## config.mk

```make
export PLATFORM = sky130hd
export DESIGN_NAME = float_mul_requester
export DESIGN_NICKNAME = d
export VERILOG_FILES = /design/src/rtl/float_mul_requester.sv
export SDC_FILE = /design/constraint.sdc
export NUM_CORES = 1
export LEC_CHECK = 0
export ABC_AREA = 1
export BUFFER_PORTS_ARGS = -buffer_cell sky130_fd_sc_hd__buf_2
export CAP_MARGIN = 20
export CORE_MARGIN = 2
export CORE_UTILIZATION = 35
export DETAILED_ROUTE_END_ITERATION = 12
export GPL_TIMING_DRIVEN = 0
export SYNTH_ARGS = -nofsm -noshare
export SYNTH_HDL_FRONTEND = slang
export SYNTH_SLANG_ARGS = --single-unit
```

## constraint.sdc

```tcl
create_clock -name clk -period 2.3 [get_ports clk]
set_clock_uncertainty 0.05 [all_clocks]
set_input_delay 0.46 -clock clk [delete_from_list [all_inputs] [get_ports clk]]
set_output_delay 0.46 -clock clk [all_outputs]
set_load 0.005 [all_outputs]
```

## src/rtl/float_mul_requester.sv

```systemverilog
// Initiator for the float multiplier req/ack handshake: takes operand pairs, pulses mul_req, returns product and latency.
// Latency: input handshake to mul_req is 1 cycle; mul_ack at R+k gives res_valid at R+k+1 (4 cycles minimum for k=2).
// Backpressure: in_ready is high only in IDLE or in DONE while res_ready is high; result held stable until accepted.
// Optional feature macro: FLOAT_MUL_REQ_TIMEOUT_EN (WAIT gives up after TIMEOUT cycles with res_err=1).
module float_mul_requester #(
  parameter int FLOAT_WIDTH = 32,
  parameter int CNT_WIDTH   = 8,
  parameter int TIMEOUT     = 100
) (
  input  logic                   clk,
  input  logic                   rst,
  input  logic                   in_valid,
  output logic                   in_ready,
  input  logic [FLOAT_WIDTH-1:0] in_a,
  input  logic [FLOAT_WIDTH-1:0] in_b,
  output logic                   mul_req,
  output logic [FLOAT_WIDTH-1:0] mul_a,
  output logic [FLOAT_WIDTH-1:0] mul_b,
  input  logic                   mul_ack,
  input  logic [FLOAT_WIDTH-1:0] mul_out,
  output logic                   res_valid,
  input  logic                   res_ready,
  output logic [FLOAT_WIDTH-1:0] res_out,
  output logic [CNT_WIDTH-1:0]   res_cycles,
  output logic                   res_err,
  output logic                   stray_ack
);

  // The timeout value must fit the counter and leave room for the shortest ack path.
  if (TIMEOUT < 3 || TIMEOUT >= (2 ** CNT_WIDTH)) begin : g_bad_timeout
    $error("float_mul_requester: TIMEOUT out of range for CNT_WIDTH");
  end

  typedef enum logic [1:0] {IDLE, ISSUE, WAIT, DONE} state_t;

  localparam logic [CNT_WIDTH-1:0] CNT_MAX = '1;

  state_t                 state_q, state_d;
  logic [FLOAT_WIDTH-1:0] mul_a_q, mul_a_d;
  logic [FLOAT_WIDTH-1:0] mul_b_q, mul_b_d;
  logic                   mul_req_q, mul_req_d;
  logic                   idle_rdy_q, idle_rdy_d;
  logic                   res_valid_q, res_valid_d;
  logic [FLOAT_WIDTH-1:0] res_out_q, res_out_d;
  logic [CNT_WIDTH-1:0]   res_cycles_q, res_cycles_d;
  logic                   res_err_q, res_err_d;
  logic [CNT_WIDTH-1:0]   cnt_q, cnt_d;
  logic                   stray_q, stray_d;
  logic                   in_fire;

  // idle_rdy_q is a registered copy of "in IDLE" so in_ready stays low throughout reset.
  assign in_ready = idle_rdy_q | ((state_q == DONE) & res_ready);
  assign in_fire  = in_valid & in_ready;

  // Next-state and datapath: operand latch, latency count, result capture, stray-ack detection.
  always_comb begin
    state_d      = state_q;
    mul_a_d      = mul_a_q;
    mul_b_d      = mul_b_q;
    mul_req_d    = 1'b0;
    res_valid_d  = res_valid_q;
    res_out_d    = res_out_q;
    res_cycles_d = res_cycles_q;
    res_err_d    = res_err_q;
    cnt_d        = cnt_q;
    stray_d      = stray_q;

    case (state_q)
      IDLE: begin
        if (in_fire) begin
          mul_a_d   = in_a;
          mul_b_d   = in_b;
          mul_req_d = 1'b1;
          state_d   = ISSUE;
        end
      end
      ISSUE: begin
        // The request cycle itself counts as the first cycle of latency.
        cnt_d   = {{(CNT_WIDTH-1){1'b0}}, 1'b1};
        state_d = WAIT;
      end
      WAIT: begin
        if (mul_ack) begin
          res_out_d    = mul_out;
          res_cycles_d = cnt_q;
          res_err_d    = 1'b0;
          res_valid_d  = 1'b1;
          state_d      = DONE;
        end else begin
          cnt_d = (cnt_q == CNT_MAX) ? cnt_q : cnt_q + 1'b1;
`ifdef FLOAT_MUL_REQ_TIMEOUT_EN
          // cnt_q equals TIMEOUT during cycle R+TIMEOUT; an ack in that same cycle wins above.
          if (cnt_q == CNT_WIDTH'(TIMEOUT)) begin
            res_out_d    = '0;
            res_cycles_d = CNT_WIDTH'(TIMEOUT);
            res_err_d    = 1'b1;
            res_valid_d  = 1'b1;
            state_d      = DONE;
          end
`endif
        end
      end
      DONE: begin
        if (res_ready) begin
          res_valid_d = 1'b0;
          if (in_valid) begin
            // Accept the next pair in the same cycle the result leaves: no bubble.
            mul_a_d   = in_a;
            mul_b_d   = in_b;
            mul_req_d = 1'b1;
            state_d   = ISSUE;
          end else begin
            state_d = IDLE;
          end
        end
      end
      default: state_d = IDLE;
    endcase

    if (mul_ack && (state_q != WAIT)) begin
      stray_d = 1'b1;
    end

    idle_rdy_d = (state_d == IDLE);
  end

  // All state and registered outputs; reset clears everything asynchronously.
  always_ff @(posedge clk or negedge rst) begin
    if (!rst) begin
      state_q      <= IDLE;
      mul_a_q      <= '0;
      mul_b_q      <= '0;
      mul_req_q    <= 1'b0;
      idle_rdy_q   <= 1'b0;
      res_valid_q  <= 1'b0;
      res_out_q    <= '0;
      res_cycles_q <= '0;
      res_err_q    <= 1'b0;
      cnt_q        <= '0;
      stray_q      <= 1'b0;
    end else begin
      state_q      <= state_d;
      mul_a_q      <= mul_a_d;
      mul_b_q      <= mul_b_d;
      mul_req_q    <= mul_req_d;
      idle_rdy_q   <= idle_rdy_d;
      res_valid_q  <= res_valid_d;
      res_out_q    <= res_out_d;
      res_cycles_q <= res_cycles_d;
      res_err_q    <= res_err_d;
      cnt_q        <= cnt_d;
      stray_q      <= stray_d;
    end
  end

  assign mul_req    = mul_req_q;
  assign mul_a      = mul_a_q;
  assign mul_b      = mul_b_q;
  assign res_valid  = res_valid_q;
  assign res_out    = res_out_q;
  assign res_cycles = res_cycles_q;
  assign res_err    = res_err_q;
  assign stray_ack  = stray_q;

endmodule

```

After elaboration in Yosys (flattened, before gate mapping)
Index checks and enable logic that the tools add are counted.
{"block": "totals", "regBits": 118, "output_inout_bits": 109, "elab_cells": 58}
{"block": "classes", "add_sub_neg": 1, "eq_ne": 11, "muxes": 23, "bitwise_logic": 3, "n_reduce_logical": 10}
{"cell": "$mux W32", "n": 6}
{"cell": "$pmux W32 S2", "n": 2}
{"cell": "$mux W8", "n": 2}
{"cell": "$pmux W8 S2", "n": 1}
{"cell": "$ne A2 B2 Y1 const B", "n": 7}
{"cell": "$add A8 B1 Y8 const B", "n": 1}
{"cell": "$eq A8 B8 Y1 const B", "n": 1}
{"cell": "$pmux W2 S4", "n": 1}
{"cell": "$mux W1", "n": 6}
{"cell": "$mux W2", "n": 3}
{"cell": "$reduce_and A3 Y1", "n": 2}
{"cell": "$reduce_bool A2 Y1", "n": 3}
{"cell": "$eq A2 B2 Y1 const B", "n": 2}
{"cell": "$logic_not A2 Y1", "n": 2}
{"cell": "$pmux W1 S2", "n": 2}
{"cell": "$reduce_and A4 Y1", "n": 1}
{"cell": "$and A1 B1 Y1", "n": 2}
{"cell": "$eq A2 B1 Y1 const B", "n": 1}
{"cell": "$reduce_and A2 Y1", "n": 1}
{"cell": "$logic_and A1 B1 Y1", "n": 1}
{"cell": "$or A1 B1 Y1", "n": 1}

Logic depth before layout (Yosys ltp)
{"block": "logic_depth", "word_depth": 7, "mapped_depth": 10, "ltp_nobuf": 8}

Worst setup path after synthesis
OpenSTA, ideal clock, no wires.
{"block": "synth_path", "path_type": "flip-flop to flip-flop", "startpoint": "reg state_q[0]", "endpoint": "reg cnt_q[3]", "arrival_time_ps": 1446, "path_slack_ps": 677, "stages_incl_launch_ff": 11, "path_buffers": 2, "period_less_slack_ps": 1623, "path_cell_list": "dfrtp_1 > inv_1 > ha_1 > buf_2 > nand2_2 > inv_2 > nor2_1 > nand2_1 > buf_2 > nand2_1 > o21ai_0"}
{"block": "synth_via", "elab_chain_len": 3, "elab_cells_between_ends": 7, "classes_between": "4 x eq/ne; 1 x mux; 2 x reduce/logical"}
{"item": "start, declared", "line": "38", "text": "state_t state_q, state_d;"}
{"item": "start signal, assigned", "line": "142", "text": "state_q <= state_d;"}
{"item": "$eq A2 B2 Y1 / $eq A2 B1 Y1 (equally long branches)", "line": "68", "text": "case (state_q)"}
{"item": "$ne A2 B2 Y1 (no source line) / $reduce_bool A2 Y1 (equally long branches)"}
{"item": "$reduce_and A3 Y1 (no source line)"}
{"item": "end signal, assigned", "line": "151", "text": "cnt_q <= cnt_d;"}
{"item": "end, declared", "line": "47", "text": "logic [CNT_WIDTH-1:0] cnt_q, cnt_d;"}
Parallel ways exist; a longest one is shown, timed or not.
A chain may end at the register's enable or synchronous reset.

Worst setup path in the final report
{"block": "layout_path", "startpoint": "reg state_q[0]", "endpoint": "out in_ready"}
{"block": "layout_via", "elab_chain_len": 3}
{"item": "$eq A2 B2 Y1", "line": "52", "text": "assign in_ready = idle_rdy_q | ((state_q == DONE) & res_ready);"}
{"item": "$and A1 B1 Y1", "line": "52"}
{"item": "$or A1 B1 Y1", "line": "52"}
{"item": "end, declared", "line": "13", "text": "output logic in_ready,"}
Every way passes these cells.

==> implementation parameters <==
Parameter                              Value

Outcome
  Run status    complete, no violations

Floorplan
  Core Box Area    ~14000 µm²
  Die Footprint    15000 µm²
  Row count    between 40 and 50
  Die Span X    ~120 µm
  Vert. Die Dim    around 120 µm
  Starting Density    0.356
  Top-Level Pins    210

Critical path
  CP max stage delay    approximately 450 ps
  Worst setup path endpoint    in_ready
  Kind of cell with the highest combined delay on the critical path    flip-flops
  Path length in cells of the critical path    4
  Setup slack, reg-to-reg    350 ps
  Cell-by-cell trace of the critical path    ha_1 -> nand2_1 -> nand2_2 -> buf_2
  RR Endpoint    res_out[25]
  Buf/Inv on CP    1
  Setup crit end kind    output pin
  Crit start category    flip-flop
  Slowest cell on the critical path    sky130_fd_sc_hd__dfrtp_1
  Arrival @ worst endpoint    ~1500 ps
  Reg-to-reg startpoint    state_q[0]
  Classification of the worst setup path    flip-flop to output pin
  CP max FO    6
  Worst r2r path cells    8
  Data required time at the worst endpoint    1790 ps
  Worst setup path startpoint    state_q[0]

Layout
  Filler cells    1339
  Inserted Diodes    0
  Most common cell after layout, fill and taps aside    sky130_fd_sc_hd__nand2_1
  Final design utilization    0.499
  Number of nets in the final layout    893
  Synthesis-to-finish area growth    39.9%
  Layout cell share with drive strength beyond 1    0.340
  Post-layout instance area    6890 µm²
  Highest-count cells in the layout ignoring fill and taps    sky130_fd_sc_hd__nand2_1, sky130_fd_sc_hd__buf_2, sky130_fd_sc_hd__dfrtp_1

Power
  Leakage power summed over all cells    0.00386 µW
  Post-layout total power    between 9000 and 10000 µW
  Max rail drop VDD    roughly 500 µV
  Cell Pwr Density    about 1400 nW/µm²

Detailed routing
  Residual antenna-violating net count after detailed routing    0
  Violation count after the first detailed-route iteration    254
  DR vias/cell    4.60
  DRC Markers    0
  Vias    roughly 4500
  Pre-antenna DRT Iters    4
  DR WL/cell    13.8 µm
  Final Routed Wirelength    approximately 13000 µm

Synthesis
  Average instance area after synthesis    around 8.9 µm²
  Flip-flop and latch count after synthesis    ~120
  Total of warnings raised by yosys    0
  Number of nets produced by synthesis    ~660
  Synthesized instance count    approximately 560
  Number of distinct standard cells referenced by the synthesized netlist    24
  Cell area after synthesis    around 5000 µm²
  Proportion of synthesized chip area in sequential cells    0.599

Place
  Area after detailed placement    6230 µm²
  # port buffers    208
  Placer Congestion    0.872
  Final HPWL DP    around 10000 µm

Global routing
  Global-route congestion overflow total    0
  Initial antenna violation count    0
  Overall track demand over capacity in global routing    0.185
  Largest net degree at the start of global routing    88
  Wire length of the first global-routing pass    around 22000 µm
  Via count of the first global-routing pass    about 4400

Clock tree
  Clock tree from TritonCTS    yes
  Deepest clock path buffer count    2
  CTS H-tree depth    4
  Clock slew at reported path FFs    60 ps
  Clk_lat worst skew    between 400 and 500 ps
  Post-CTS setup buffer count    0
  Clk sink count    between 100 and 150
  Master cell of the clock root buffer    sky130_fd_sc_hd__clkbuf_16
  CTS Buf Count    17

STA
  Time the final worst path needs with I/O delays and setup    between 1500 and 2000 ps
  Final hold vios    0
  Number of failing setup endpoints in the final timing report    0
  Final critical-path share of the clock period    0.861
  Setup tns final    0 ps
  Unrepaired setup endpoints after global routing    no
  Final count of pins violating max slew    0
  Maximum operating frequency    about 500 MHz

Min path
  Worst hold path class    input pin to flip-flop

Run
  Max-cap check violation count    0
==> synth_stat cells <==
cell type	number	share of area
sky130_fd_sc_hd__nand2_1	269	0.20
sky130_fd_sc_hd__dfrtp_1	118	0.60
sky130_fd_sc_hd__nand3_1	74	0.075
sky130_fd_sc_hd__o21ai_0	21	0.021
sky130_fd_sc_hd__inv_1	14	0.011
sky130_fd_sc_hd__buf_6	12	0.027
sky130_fd_sc_hd__buf_2	9	0.0091
sky130_fd_sc_hd__ha_1	7	0.018
sky130_fd_sc_hd__nor2_1	7	0.0053
sky130_fd_sc_hd__clkbuf_1	5	0.0038
sky130_fd_sc_hd__buf_1	3	0.0023
sky130_fd_sc_hd__nand2_2	3	0.0038
sky130_fd_sc_hd__a21oi_1	2	0.0020
sky130_fd_sc_hd__buf_4	2	0.0030
sky130_fd_sc_hd__a21boi_0	1	0.0015
sky130_fd_sc_hd__a21o_1	1	0.0015
sky130_fd_sc_hd__conb_1	1	0.00076
sky130_fd_sc_hd__inv_2	1	0.00076
sky130_fd_sc_hd__nand3_2	1	0.0020
sky130_fd_sc_hd__nand4_1	1	0.0013
sky130_fd_sc_hd__o21ai_2	1	0.0018
sky130_fd_sc_hd__o21bai_1	1	0.0015
sky130_fd_sc_hd__or2_2	1	0.0013
sky130_fd_sc_hd__xor2_1	1	0.0018
==> cell type report <==
cell class / count / area, µm² / share of cell area
sequential: 118 / 2950 / 0.428
multi-input combinational: 392 / 1690 / 0.246
timing repair buffer: 210 / 1080 / 0.157
clock buffer: 17 / 425 / 0.0617
clock inverter: 15 / 229 / 0.0332
buffer: 31 / 225 / 0.0327
tap: 180 / 225 / 0.0327
inverter: 15 / 56.3 / 0.00817
==> per-layer routing <==
metal  share of wire  vias up  track usage
li1                -     2213            -
met1            0.41     2142        0.229
met2            0.52      118        0.309
met3           0.045       25       0.0386
met4           0.026        0       0.0848
met5               0        -            0
==> what timing repair did <==
action | 4_1_cts | 5_1_grt
endpoints found under the hold margin | 31 | 0
resized for setup | 0 | 0
hold buffers | 1 | 0
==> per-stage QoR <==
| step | hold WS (ps) | cells | worst slack [ps] |
|---|---|---|---|
| global route | 189 | 978 | 148 |
| detailed placement | 320 | 945 | 373 |
| global placement | 390 | 944 | -768 |
| CTS | 177 | 978 | 300 |
| finish | 192 | 978 | 320 |
| floorplan | 114 | 556 | 677 |
==> registers in the layout, summed over array words and instances, names as in the netlist <==
signal	cells
mul_b	32
mul_a	32
res_out	32
cnt_q	8
mul_req	1
state_q	2
idle_rdy_q	1
res_valid	1
stray_ack	1
res_cycles	8
==> kinds of logic after synthesis <==
| logic type | Yosys count | share of synthesized area |
|---|---|---|
| simple gates | 356 | 0.294 |
| flops | 118 | 0.599 |
| buf+inv | 46 | 0.0571 |
| compound gates | 27 | 0.0297 |
| fa+ha+maj | 7 | 0.0178 |
| xor+xnor | 1 | 0.00178 |
| other cells | 1 | 0.000761 |
==> tightest hold or removal path, delay by kind of cell <==
kind / cells / cell delay, ps
simple gates: 2 / 80
buf+inv: 1 / 80
==> how the worst min path moves through the flow <==
stage,to,start,slack [ps],cells after the start
6_report,res_out[30],mul_out[30],190,3
5_1_grt,res_out[31],mul_out[31],190,3
4_1_cts,res_out[24],mul_out[24],180,3
3_5_place_dp,res_out[15],rst,320,1
3_3_place_gp,stray_ack,stray_ack,390,1
2_1_floorplan,cnt_q[0],rst,110,0
==> report_power, final <==
part | leakage (µW) | internal (µW) | switching [µW]
Combinational | 0.00208 | 1410 | 1820
Sequential | 0.00148 | 2980 | 484
Clock | 0.000306 | 1930 | 988
Total | 0.00386 | 6310 | 3290
Power figures use the tool's default switching activity.
